===== config.mk =====
export PLATFORM = sky130hd
export DESIGN_NAME = conv_viterbi_codec
export DESIGN_NICKNAME = d
export VERILOG_FILES = /design/src/rtl/conv_viterbi_codec.sv
export SDC_FILE = /design/constraint.sdc
export NUM_CORES = 1
export LEC_CHECK = 0
export ABC_AREA = 1
export CAP_MARGIN = 25
export CORE_AREA = 2 2 39 41
export DETAILED_ROUTE_END_ITERATION = 7
export DIE_AREA = 0 0 41 43
export SETUP_SLACK_MARGIN = 0.5
export SLEW_MARGIN = 20
export SYNTH_ARGS = -nofsm -noshare
export SYNTH_HDL_FRONTEND = slang
export SYNTH_SLANG_ARGS = --single-unit
export TNS_END_PERCENT = 30

===== constraint.sdc =====
create_clock -name clk -period 2.25 [get_ports clk]
set_input_delay 0.5625 -clock clk [delete_from_list [all_inputs] [get_ports clk]]
set_output_delay 0.5625 -clock clk [all_outputs]
set_load 0.02 [all_outputs]

===== src/rtl/conv_viterbi_codec.sv =====
// Rate-1/2 K=3 (7,5) convolutional encoder and a 4-state hard-decision Viterbi
// decoder with register-exchange survivors; the two halves share only clk/rst.
module conv_viterbi_codec #(
  parameter int TB_LEN = 16,
  parameter int PM_W   = 8
) (
  input  logic       clk,
  input  logic       rst,
  input  logic       enc_enable_i,
  input  logic       enc_d_in,
  output logic       enc_valid_o,
  output logic [1:0] enc_d_out,
  input  logic       dec_enable,
  input  logic [1:0] dec_d_in,
  output logic       dec_d_out
);

  typedef logic [PM_W-1:0]   pm_t;
  typedef logic [TB_LEN-1:0] surv_t;

  localparam pm_t PM_INIT = PM_W'(2 ** (PM_W - 2));

  // Hamming distance between the received pair and the pair the encoder emits
  // when it sees bit d while in state p.
  function automatic logic [1:0] branch_metric(input logic [1:0] p, input logic d,
                                               input logic [1:0] rx);
    logic [1:0] diff;
    diff = {d ^ p[1] ^ p[0], d ^ p[0]} ^ rx;
    return {1'b0, diff[1]} + {1'b0, diff[0]};
  endfunction

  // ---------------- encoder ----------------
  logic [1:0] enc_state;

  always_ff @(posedge clk or negedge rst) begin
    if (!rst) begin
      enc_state   <= '0;
      enc_d_out   <= '0;
      enc_valid_o <= 1'b0;
    end else begin
      // NOTE: non-blocking assignments so every register samples pre-edge values.
      enc_valid_o <= enc_enable_i;
      if (enc_enable_i) begin
        enc_d_out <= {enc_d_in ^ enc_state[1] ^ enc_state[0], enc_d_in ^ enc_state[0]};
        enc_state <= {enc_d_in, enc_state[1]};
      end
    end
  end

  // ---------------- decoder ----------------
  pm_t        pm       [4];
  surv_t      surv     [4];
  pm_t        new_pm   [4];
  surv_t      new_surv [4];
  pm_t        min_pm;
  logic [1:0] best;
  logic [1:0] n_st, p_a, p_b;
  pm_t        cand_a, cand_b;

  // Add-compare-select; predecessors of n are {n[0],0} and {n[0],1}, and the
  // lower-index one wins a tie.
  always_comb begin
    // NOTE: every comb output gets a default first so no latch can be inferred.
    new_pm   = pm;
    new_surv = surv;
    min_pm   = '1;
    best     = 2'd0;
    n_st     = 2'd0;
    p_a      = 2'd0;
    p_b      = 2'd0;
    cand_a   = '0;
    cand_b   = '0;
    for (int n = 0; n < 4; n++) begin
      n_st   = 2'(n);
      p_a    = {n_st[0], 1'b0};
      p_b    = {n_st[0], 1'b1};
      cand_a = pm[p_a] + pm_t'(branch_metric(p_a, n_st[1], dec_d_in));
      cand_b = pm[p_b] + pm_t'(branch_metric(p_b, n_st[1], dec_d_in));
      if (cand_b < cand_a) begin
        new_pm[n_st]   = cand_b;
        new_surv[n_st] = {surv[p_b][TB_LEN-2:0], n_st[1]};
      end else begin
        new_pm[n_st]   = cand_a;
        new_surv[n_st] = {surv[p_a][TB_LEN-2:0], n_st[1]};
      end
      if (new_pm[n_st] < min_pm) begin
        min_pm = new_pm[n_st];
        best   = n_st;
      end
    end
  end

  always_ff @(posedge clk or negedge rst) begin
    if (!rst) begin
      // NOTE: the metric and survivor arrays are tiny and must restart from a
      // known trellis state, so they are reset like ordinary registers.
      pm        <= '{'0, PM_INIT, PM_INIT, PM_INIT};
      surv      <= '{default: '0};
      dec_d_out <= 1'b0;
    end else if (dec_enable) begin
      for (int i = 0; i < 4; i++) begin
        pm[2'(i)]   <= new_pm[2'(i)] - min_pm;
        surv[2'(i)] <= new_surv[2'(i)];
      end
      dec_d_out <= new_surv[best][TB_LEN-1];
    end
  end

endmodule


==> flow_summary.yaml <==
logic_synthesis:
  syn_inst: 27
  avgSynthCellArea_um2: 8.202
  synth_seq_area_share_pct: 56.50
  synth_seq_cells: 5
  synth_top_cell_by_area: "dfrtp_1"
  netlist_area_um2: 221.5
  ys.warnings.count: 46
  ys_types: 9
  syn_nets: 34
  synth_top_area_share_pct: 56.50
  yosys-top-cells-area: "dfrtp_1, nand2_1, nand3_1"
setup_path:
  cp_top_family: "buffers and inverters"
  worstPathMaxFanout: 1
  crit_arrival_ns: 1.15
  critPathCaptureType: "output pin"
  cp.required_ns: 1.69
  startpoint_type: "flop"
  cpPeakStageDelay_ns: 0.59
  crit_path_cell_trace: "clkdlybuf4s50_1"
  path_class: "flop to output pin"
  path_buf_inv: 1
  critPathSlowestCell: "clkdlybuf4s50_1"
power:
  power_density_nw_per_um2: 790.4
  pwr-share-clk_pct: 40.6
  sequentialPowerShare_pct: 41.6
  ir_worst_vdd_mv: 0.3848
  internal_power_mw: 0.1868
  power_switching_mw: 0.06734
  swShare_pct: 26.49
  p_comb_share_pct: 17.7
  leakage_nw: 0.1700
clock_tree:
  cts_sinks: 5
  htreeDepth: 1
  cts_max_path_buffers: 2
  cts_hold_buf: 0
  cts_made_buffers: 3
  worstSkewPairLatency_ns: 0.24
  ctsRootBufferMaster: "clkbuf_4"
  clkTransAtPathRegs_ns: 0.05
  cts_tree: "built"
place:
  io_buffers: 6
  dp_cells: 48
  routabilityCongestion: 0.8350
  dp_hpwl_um: 306.6
routing:
  drcViolationCount: 0
  routedWlPerCell_um: 7.423
  via_count: 193
  drt-initial-drc-count: 1
  wl_um: 386
  viasPerCell: 3.712
  dr.pass1.iters: 2
  ant_nets: 0
sta:
  hold_viol: 0
  drv_slew: 0
  fin_worst_skew_ns: 0.007759
  fin_crit_ns: 1.710
  setup_violations: 0
  period_share_pct: 75.99
  rsz0062_at_grt: "true"
  setup_tns_ns: 0
  fmax_mhz: 584.9
floorplanning:
  initial_utilization_pct: 16.00
  dieArea_um2: 1763
  die_h_um: 43
  core_um2: 1384
  io_pins: 11
  row_count: 14
  die_x_um: 41
layout:
  area_growth_pct: 45.20
  stdcell_count: 52
  num_antenna_cells: 0
  final_net_count: 44
  layout_common_cells: "nand2_1, dfrtp_1, nand3_1, clkdlybuf4s50_1"
  fin_util_pct: 23.24
  mostFrequentLayoutCell: "nand2_1"
  drive_gt1_share_pct: 13.89
global_route:
  grt_pass1_wl_um: 669
  antenna_found_initial: 0
  overflow: 0
  grt_pass1_vias: 179
  grt_max_degree: 6
  grt_usage_pct: 6.143
flow_run:
  maxCapViolCount: 0
min_path:
  hold_path.class: "flop to flop"
status:
  outcome: "finished, final reports clean"
==> routing by layer <==
layer	global-route usage [%]	wire (um)	part of all wire (%)	up-vias
li1	-	-	-	98
met1	5.844	154	40	86
met2	8.750	171	44	9
met3	7.853	60	16	0
met4	0	0	0	0
met5	0	0	0	-
==> cells by family (layout without fill, tap and decap cells) <==
family          after synthesis  in the layout  synth area share (%)
compound gates                2              2                 4.520
buf+inv                       5             14                 10.17
flops                         5              5                 56.50
other cells                   1              1                 1.693
simple gates                 14             14                 27.12
==> path summary, 6_finish.rpt <==
path | cells after the start | end | startpoint | slack, ns
hold reg to reg | 2 | enc_d_out[0] | enc_d_out[0] | 0.47
max in group asynchronous | 1 | enc_d_out[0] | rst | 1.50
setup / recovery | 1 | enc_valid_o | enc_valid_o | 0.54
hold / removal | 2 | enc_d_out[0] | enc_d_out[0] | 0.47
setup reg to reg | 4 | enc_d_out[1] | enc_state[0] | 1.47
min in group asynchronous | 1 | enc_state[1] | rst | 0.54
==> cell usage after synthesis, drive strengths merged <==
cell type  n
conb       1
dfrtp      5
nand2      9
o21ai      2
nand3      4
buf        1
inv        4
nor2       1
==> flip-flops by register name, indices dropped and copies added, names as in the netlist <==
name,count
enc_valid_o,1
enc_state,2
enc_d_out,2
==> area by class of cell <==
class | instances | area [um2]
Fill cell | 151 | 1062
Sequential cell | 5 | 125.1
Multi-Input combinational cell | 17 | 73.82
Timing Repair Buffer | 6 | 61.31
Clock buffer | 4 | 26.28
Tap cell | 16 | 20.02
Inverter | 4 | 15.01
==> repair_timing <==
| item | 4_1_cts | 5_1_grt |
|---|---|---|
| setup buffers | 0 | 0 |
| setup endpoints to repair | 2 | 2 |
| resized for setup | 1 | 1 |
| pin swaps | 0 | 0 |
==> worst register-to-register path, delay by kind of cell, from the launching register on <==
| family | cells | cell delay [ns] |
|---|---|---|
| buffers and inverters | 1 | 0.09 |
| flip-flops | 1 | 0.38 |
| AND/OR/NAND/NOR | 3 | 0.21 |
==> power groups by stage <==
| stage | logic [mW] | registers (mW) | clock network, mW |
|---|---|---|---|
| finish | 0.0451 | 0.106 | 0.103 |
| global route | 0.0500 | 0.107 | 0.122 |
| CTS | 0.0467 | 0.106 | 0.107 |
| detailed placement | 0.0488 | 0.108 | 0 |
| global placement | 0.0481 | 0.107 | 0 |
| floorplan | 0.0180 | 0.115 | 0 |
==> metrics by stage <==
step / setup slack [ns] / total power, mW / instance area (um2) / hold WS, ns
global placement: 0.7563 / 0.1554 / 294.0 / 0.4717
CTS: 0.4997 / 0.2596 / 319.1 / 0.4856
floorplan: 1.263 / 0.1331 / 221.5 / 0.2669
finish: 0.5402 / 0.2541 / 321.6 / 0.4741
global route: 0.4919 / 0.2786 / 321.6 / 0.5026
detailed placement: 0.7543 / 0.1563 / 294.0 / 0.4767
(Power assumes the default switching activity.)
